<file path="src/rtl/octree_locator.sv">
// Sparse voxel octree point locator: walks node memory from the root to the leaf
// holding q and reports that leaf's bounds, occupancy and material.
module octree_locator #(
  parameter int WIDTH = 16,
  parameter int ADDR_WIDTH = 20,
  parameter int DATA_WIDTH = 32,
  parameter logic [ADDR_WIDTH-1:0] ROOT_ADDR = '0
) (
  input  logic                         clock,
  input  logic                         reset,
  input  logic                         start,
  input  logic [WIDTH-1:0]             q [3],
  output logic                         rdReq,
  output logic [ADDR_WIDTH-1:0]        rdAddr,
  input  logic                         rdGnt,
  input  logic                         rdValid,
  input  logic [DATA_WIDTH-1:0]        rdData,
  output logic                         done,
  output logic [WIDTH-1:0]             l [3],
  output logic [WIDTH-1:0]             u [3],
  output logic                         solid,
  output logic [7:0]                   material,
  output logic [$clog2(WIDTH+1)-1:0]   depth,
  output logic                         malformed
);

  localparam int DEPTH_W = $clog2(WIDTH + 1);

  typedef enum logic [1:0] {
    S_IDLE,
    S_DRAIN,
    S_REQ,
    S_WAIT
  } state_t;

  state_t                r_state;
  logic                  r_rdreq;
  logic [ADDR_WIDTH-1:0] r_rdaddr;
  logic                  r_done;
  logic [WIDTH-1:0]      r_q [3];
  logic [WIDTH-1:0]      r_l [3];
  logic [WIDTH-1:0]      r_u [3];
  logic                  r_solid;
  logic [7:0]            r_material;
  logic [DEPTH_W-1:0]    r_depth;
  logic [DEPTH_W-1:0]    r_lvl;
  logic                  r_malformed;
  logic                  r_pend;
  logic                  r_stale;

  logic [WIDTH-1:0]      w_mask;
  logic [WIDTH-1:0]      w_qsh [3];
  logic [WIDTH-1:0]      w_lo [3];
  logic [WIDTH-1:0]      w_hi [3];
  logic [2:0]            w_idx;
  logic [ADDR_WIDTH-1:0] w_child_addr;
  logic                  w_leaf;
  logic                  w_at_unit;
  logic                  w_unused;

  // Cell at level r_lvl spans 2^(WIDTH-r_lvl) per axis; the mask covers its offset bits.
  assign w_mask = {WIDTH{1'b1}} >> r_lvl;

  generate
    for (genvar gi = 0; gi < 3; gi++) begin : g_axis
      // Shifting left by the level puts the bit selecting this level's child at the MSB.
      assign w_qsh[gi]   = r_q[gi] << r_lvl;
      assign w_idx[2-gi] = w_qsh[gi][WIDTH-1];
      assign w_lo[gi]    = r_q[gi] & ~w_mask;
      assign w_hi[gi]    = w_lo[gi] | w_mask;
      assign l[gi]       = r_l[gi];
      assign u[gi]       = r_u[gi];
    end
  endgenerate

  assign w_child_addr = rdData[ADDR_WIDTH-1:0] + {{(ADDR_WIDTH-3){1'b0}}, w_idx};
  assign w_leaf       = rdData[DATA_WIDTH-1];
  assign w_at_unit    = (r_lvl == DEPTH_W'(WIDTH));
  assign w_unused     = ^rdData;

  assign rdReq     = r_rdreq;
  assign rdAddr    = r_rdaddr;
  assign done      = r_done;
  assign solid     = r_solid;
  assign material  = r_material;
  assign depth     = r_depth;
  assign malformed = r_malformed;

  // A read granted but not yet returned when reset hits becomes stale: its
  // response must be swallowed rather than decoded by the next lookup.
  always_ff @(posedge clock) begin
    if (reset) begin
      r_pend  <= 1'b0;
      r_stale <= (r_stale | r_pend | (r_rdreq & rdGnt)) & ~rdValid;
    end else begin
      if (r_rdreq && rdGnt) begin
        r_pend <= 1'b1;
      end else if (rdValid && !r_stale) begin
        r_pend <= 1'b0;
      end
      if (rdValid) begin
        r_stale <= 1'b0;
      end
    end
  end

  always_ff @(posedge clock) begin
    if (reset) begin
      r_state     <= S_IDLE;
      r_rdreq     <= 1'b0;
      r_rdaddr    <= '0;
      r_done      <= 1'b1;
      r_lvl       <= '0;
      r_depth     <= '0;
      r_solid     <= 1'b0;
      r_material  <= '0;
      r_malformed <= 1'b0;
      for (int i = 0; i < 3; i++) begin
        r_q[i] <= '0;
        r_l[i] <= '0;
        r_u[i] <= '0;
      end
    end else begin
      case (r_state)
        S_IDLE: begin
          if (start) begin
            for (int i = 0; i < 3; i++) begin
              r_q[i] <= q[i];
            end
            r_rdaddr    <= ROOT_ADDR;
            r_lvl       <= '0;
            r_malformed <= 1'b0;
            r_done      <= 1'b0;
            if (r_stale && !rdValid) begin
              r_state <= S_DRAIN;
            end else begin
              r_state <= S_REQ;
              r_rdreq <= 1'b1;
            end
          end
        end
        S_DRAIN: begin
          if (rdValid) begin
            r_state <= S_REQ;
            r_rdreq <= 1'b1;
          end
        end
        S_REQ: begin
          if (rdGnt) begin
            r_rdreq <= 1'b0;
            r_state <= S_WAIT;
          end
        end
        S_WAIT: begin
          if (rdValid) begin
            if (w_leaf) begin
              for (int i = 0; i < 3; i++) begin
                r_l[i] <= w_lo[i];
                r_u[i] <= w_hi[i];
              end
              r_solid    <= rdData[DATA_WIDTH-2];
              r_material <= rdData[7:0];
              r_depth    <= r_lvl;
              r_done     <= 1'b1;
              r_state    <= S_IDLE;
            end else if (w_at_unit) begin
              // Internal node below unit-cell size: the tree is corrupt.
              for (int i = 0; i < 3; i++) begin
                r_l[i] <= r_q[i];
                r_u[i] <= r_q[i];
              end
              r_malformed <= 1'b1;
              r_solid     <= 1'b1;
              r_material  <= '0;
              r_depth     <= DEPTH_W'(WIDTH);
              r_done      <= 1'b1;
              r_state     <= S_IDLE;
            end else begin
              r_rdaddr <= w_child_addr;
              r_lvl    <= r_lvl + DEPTH_W'(1);
              r_rdreq  <= 1'b1;
              r_state  <= S_REQ;
            end
          end
        end
        default: r_state <= S_IDLE;
      endcase
    end
  end

endmodule

</file>
<file path="config.mk">
export PLATFORM = sky130hd
export DESIGN_NAME = octree_locator
export DESIGN_NICKNAME = d
export VERILOG_FILES = /design/src/rtl/octree_locator.sv
export SDC_FILE = /design/constraint.sdc
export NUM_CORES = 1
export LEC_CHECK = 0
export CORE_MARGIN = 1
export CORE_UTILIZATION = 49
export DETAILED_ROUTE_END_ITERATION = 8
export GPL_ROUTABILITY_DRIVEN = 0
export PLACE_DENSITY = 0.93
export SETUP_SLACK_MARGIN = 0.02
export SYNTH_ARGS = -nofsm -noshare
export SYNTH_HDL_FRONTEND = slang
export SYNTH_SLANG_ARGS = --single-unit
</file>
<file path="constraint.sdc">
create_clock -name clock -period 5.8 [get_ports clock]
set_input_delay 0.58 -clock clock [delete_from_list [all_inputs] [get_ports clock]]
set_output_delay 0.58 -clock clock [all_outputs]
set_load 0.01 [all_outputs]
</file>
# After elaboration in Yosys (flattened, before gate mapping)
# Memory sizes are Yosys's and may differ from the RTL's.
# Index checks and enable logic that the tools add are counted.
# Widths: inputs -> output; s select.
dict set report op_classes {
  eq_ne 13
  muxes 75
  n_mul 0
  shift 4
  n_bitwise 27
  n_div 0
  reduce_logical 16
  order_cmp 0
  addsub 2
}
# op count
set ops {}
lappend ops {{$mux 16} 15}
lappend ops {{$mux 20} 4}
lappend ops {{$and 16x16->16} 3}
lappend ops {{$or 16x16->16} 3}
lappend ops {{$shl 16x5->16} 3}
lappend ops {{$pmux 20 s2} 1}
lappend ops {{$mux 1} 35}
lappend ops {{$mux 5} 6}
lappend ops {{$add 20x3->20} 1}
lappend ops {{$or 1x1->1} 17}
lappend ops {{$mux 8} 2}
lappend ops {{$ne 2x2->1 const B} 8}
lappend ops {{$not 16->16} 1}
lappend ops {{$shr 16x5->16 const A} 1}
lappend ops {{$mux 2} 7}
lappend ops {{$pmux 5 s2} 1}
lappend ops {{$reduce_and 5->1} 2}
lappend ops {{$pmux 2 s4} 1}
lappend ops {{$reduce_and 4->1} 2}
lappend ops {{$reduce_bool 2->1} 4}
lappend ops {{$reduce_and 7->1} 1}
lappend ops {{$add 5x1->5 const B} 1}
lappend ops {{$eq 5x5->1 const B} 1}
lappend ops {{$eq 2x2->1 const B} 2}
lappend ops {{other kinds (10)} 15}
dict set report word_totals {
  mem_count 3
  ramBits 144
  regBits 46
  out_inout_bits 133
  latch_bits 0
  rom_bits 0
}
# memory words word_bits rd rd_ports_with_merged_regs write_ports line
set memory_table {}
lappend memory_table {r_l 3 16 3 0 3 41} ;# logic [WIDTH-1:0] r_l [3];
lappend memory_table {r_q 3 16 3 0 3 40} ;# logic [WIDTH-1:0] r_q [3];
lappend memory_table {r_u 3 16 3 0 3 42} ;# logic [WIDTH-1:0] r_u [3];

# Longest topological paths before layout
dict set report logic_depth {
  depth_word 8
  ltp_mapped 12
  depth_no_buf 10
}

# Worst setup path after synthesis
# OpenSTA, ideal clock, no wires.
dict set report synth_path {
  path_kind {reg2reg}
  start {register r_lvl[0]}
  end {memory r_l[0][0] (enable)}
  path_stages_with_launch 9
  required_ns 4.883
  arrival_time_ns 3.425
  slack_ns 1.458
  n_path_buf 3
  period_less_slack_ns 4.342
  cell_sequence {dfxtp_1 > buf_2 > buf_2 > inv_1 > ha_1 > buf_4 > and4bb_4 > o21ai_0 > nand2b_1}
}
# item line
set synth_rtl {}
lappend synth_rtl {{start: declaration} 46} ;# logic [DEPTH_W-1:0] r_lvl;
lappend synth_rtl {{start signal: assignment} 180} ;# r_lvl <= r_lvl + DEPTH_W'(1);
lappend synth_rtl {{end: declaration} 41}

==> summary.txt <==
Clocking
  – Clock latency on the worst-skew pair: roughly 0.43 ns
  – Postcts setup bufs: 0
  – TritonCTS Buffers: 17
  – Hold_buf cts: 0
  – CTS sink count: between 150 and 200
  – CTS Buffer Depth: 2
  – CTS tree: yes
  – Reg clk slew, reported paths: ~0.07 ns
  – CTS root buf: clkbuf_16
  – CTS H-tree depth: 4
  – # resized after CTS: 0

Timing
  – RSZ-0062 raised after global routing: no
  – F_max: roughly 270 MHz
  – Minimum clock period: between 3 and 4 ns
  – Setup total negative slack: 0 ns
  – Worst-margin pin slew: 1.020 ns
  – Fin crit share: 0.6369
  – Final Hold Vio Count: 0
  – Final Setup Violations: 0
  – Skew final: approximately 0.013 ns
  – Max_slew headroom: 0.3200
  – Count of pins over their slew limit: 0

Yosys
  – Yosys warning count: 0
  – Synth cell types: between 40 and 50
  – Mapped cell area: just over 0.008 sq mm
  – Ys async rst share: 0
  – Synth Area per Inst: 11.93 sq um
  – Cell count after synthesis: just under 700
  – Syn Nets: just under 800
  – Seq/Total Area, Yosys: 0.6496
  – Flops & latches, synth: 190
  – Synth Flop Type: edfxtp_1
  – Number of synthesized flops with an enable pin: 145

Die
  – Core area: 0.01600 sq mm
  – I/O pins: 218
  – Die width: 130.5 um
  – Die Area: approximately 0.017 sq mm
  – Die height: approximately 130 um
  – Initial core utilization: 0.5056
  – Std cell rows: 46

Route
  – Wire length per cell: roughly 19 um
  – Post-Route WL: ~21000 um
  – Vias/cell: about 5.5
  – ANT nets after route: 0
  – DRC: 0
  – Drt pass-1 iters: 5
  – Initial DRC count: ~570
  – Via count: about 6100

Job
  – Max_cap viols: 0

Layout
  – Post-route insts no fill: 1106
  – Fillers: around 1200
  – Share of cells above drive strength 1: 0.07528
  – Multi-input logic area: roughly 0.0026 sq mm
  – Commonest cells after routing, fill and taps aside: 207 x clkdlybuf4s50_1, 145 x edfxtp_1, 113 x nor2_1
  – Antenna diodes: 0
  – Core Util, Final: 0.6828
  – Reg area: roughly 0.0053 sq mm
  – P&R area growth vs syn: 35.05%
  – Final Net Count: 970
  – Most common cell after layout, fill and taps aside: clkdlybuf4s50_1

Hold path
  – Hold Crit Class: flop to flop

Setup path
  – Worst Path Arrival: approximately 3.9 ns
  – Worst Setup End Kind: flop
  – Crit path kind: flop to flop
  – Critical path fanouts, max: around 50
  – Startpoint Class: flop
  – Required @ worst endpoint: roughly 6.0 ns

Power and ir drop
  – Leak Pwr: between 4 and 5 nW
  – Clock power share: 0.381
  – Max IR drop VDD: about 230 uV
  – Internal: 2.230 mW
  – Comb power frac: 0.085
  – Flop pwr share: 0.534
  – Design Power: ~2.9 mW
  – Switching share of power: 0.2403
  – Cell Pwr Density: 268.7 mW/mm^2
  – P_sw: 0.7054 mW

Placement
  – IO Port Bufs: 207
  – HPWL after DPL: roughly 15000 um
  – Placed cell count: around 1100

Global routing
  – Pin count of the biggest net entering global routing: 74
  – Vias in the first global route: 5779
  – First-pass GRT wire length: slightly above 30000 um
  – Total GRT Usage: 0.2499
  – Initial antenna violation count: 0
  – Overflow after GRT: 0

Status
  – Run status: completed
[per-stage QoR]
stage	area [sq um]	hold slack, ns	setup WS (ns)
after floorplan	8090	0.4545	1.458
after global routing	10930	0.4679	1.931
after global placement	10360	0.4322	2.212
after CTS	10930	0.4534	2.146
after detailed placement	10360	0.4420	2.173
final	10930	0.4466	2.106
[area by class of cell]
cell class | count | share of cell area
Timing Repair Buffer | 219 | 0.1979
Multi-Input combinational cell | 435 | 0.2395
Sequential cell | 190 | 0.4810
Inverter | 14 | 0.004810
Clock buffer | 17 | 0.03894
Tap cell | 216 | 0.02474
Clock inverter | 15 | 0.01317
[synth_stat cells, drive strengths merged (6+ instances only)]
cell / instances / area, sq um
a21oi: 36 / 180.2
a22oi: 8 / 60.06
and2: 58 / 362.9
and3: 40 / 250.2
buf: 15 / 92.59
clkbuf: 24 / 92.59
dfxtp: 45 / 900.9
edfxtp: 145 / 4354
ha: 7 / 87.58
inv: 14 / 52.55
mux2i: 7 / 70.07
mux4: 12 / 270.3
nand2: 44 / 165.2
nand2b: 6 / 37.54
nand3: 19 / 95.09
nor2: 115 / 434.2
nor3: 11 / 60.06
o21ai: 19 / 95.09
xnor2: 8 / 70.07
xor2: 12 / 105.1
[sequential cells by signal (all words and copies together), names as in the netlist]
signal	flops
solid	1
depth	5
rdReq	1
r_l	48
material	8
r_pend	1
malformed	1
r_state	2
r_lvl	5
done	1
r_u	48
r_stale	1
r_q	48
rdAddr	20
[worst paths after layout]
path                    from          to  slack [ns]  cells past startpoint
setup reg to reg    r_lvl[1]  r_l[0][12]        2.11                      7
setup / recovery    r_lvl[1]  r_l[0][12]        2.11                      7
hold reg to reg   rdAddr[10]  rdAddr[10]        0.45                      2
hold / removal    rdAddr[10]  rdAddr[10]        0.45                      2
[layer usage]
metal / share of wire / wire length [um] / global-route usage / up-vias
met3: 0.079 / 1629 / 0.05782 / 45
li1: - / - / - / 2789
met5: 0 / 0 / 0 / -
met4: 0.029 / 596 / 0.1055 / 0
met2: 0.51 / 10480 / 0.4289 / 308
met1: 0.38 / 7914 / 0.3033 / 2926
[power groups by stage]
stage | logic (mW) | clock network (mW) | registers, mW
6_report | 0.249 | 1.12 | 1.57
5_1_grt | 0.268 | 1.18 | 1.57
4_1_cts | 0.251 | 1.13 | 1.57
3_5_place_dp | 0.250 | 0 | 1.60
3_3_place_gp | 0.244 | 0 | 1.59
2_1_floorplan | 0.0900 | 0 | 1.60
[critical path, stage by stage (launching register included)]
cell	delay [ns]
dfxtp_1	0.99
inv_1	0.27
ha_1	0.40
and4bb_4	0.29
nor2_2	0.14
or3_2	0.82
a21oi_1	0.26
and2_1	0.25
[cells by family after synthesis]
group	count (synthesis)	share of synthesized area
muxes	19	0.04207
DFF	190	0.6496
buffers and inverters	53	0.02938
AOI/OAI and AO/OA	80	0.05629
and+or+nand+nor	308	0.1878
xor gates and xnor gates	20	0.02165
adders and majority gates	8	0.01330
(Power assumes the default switching activity.)
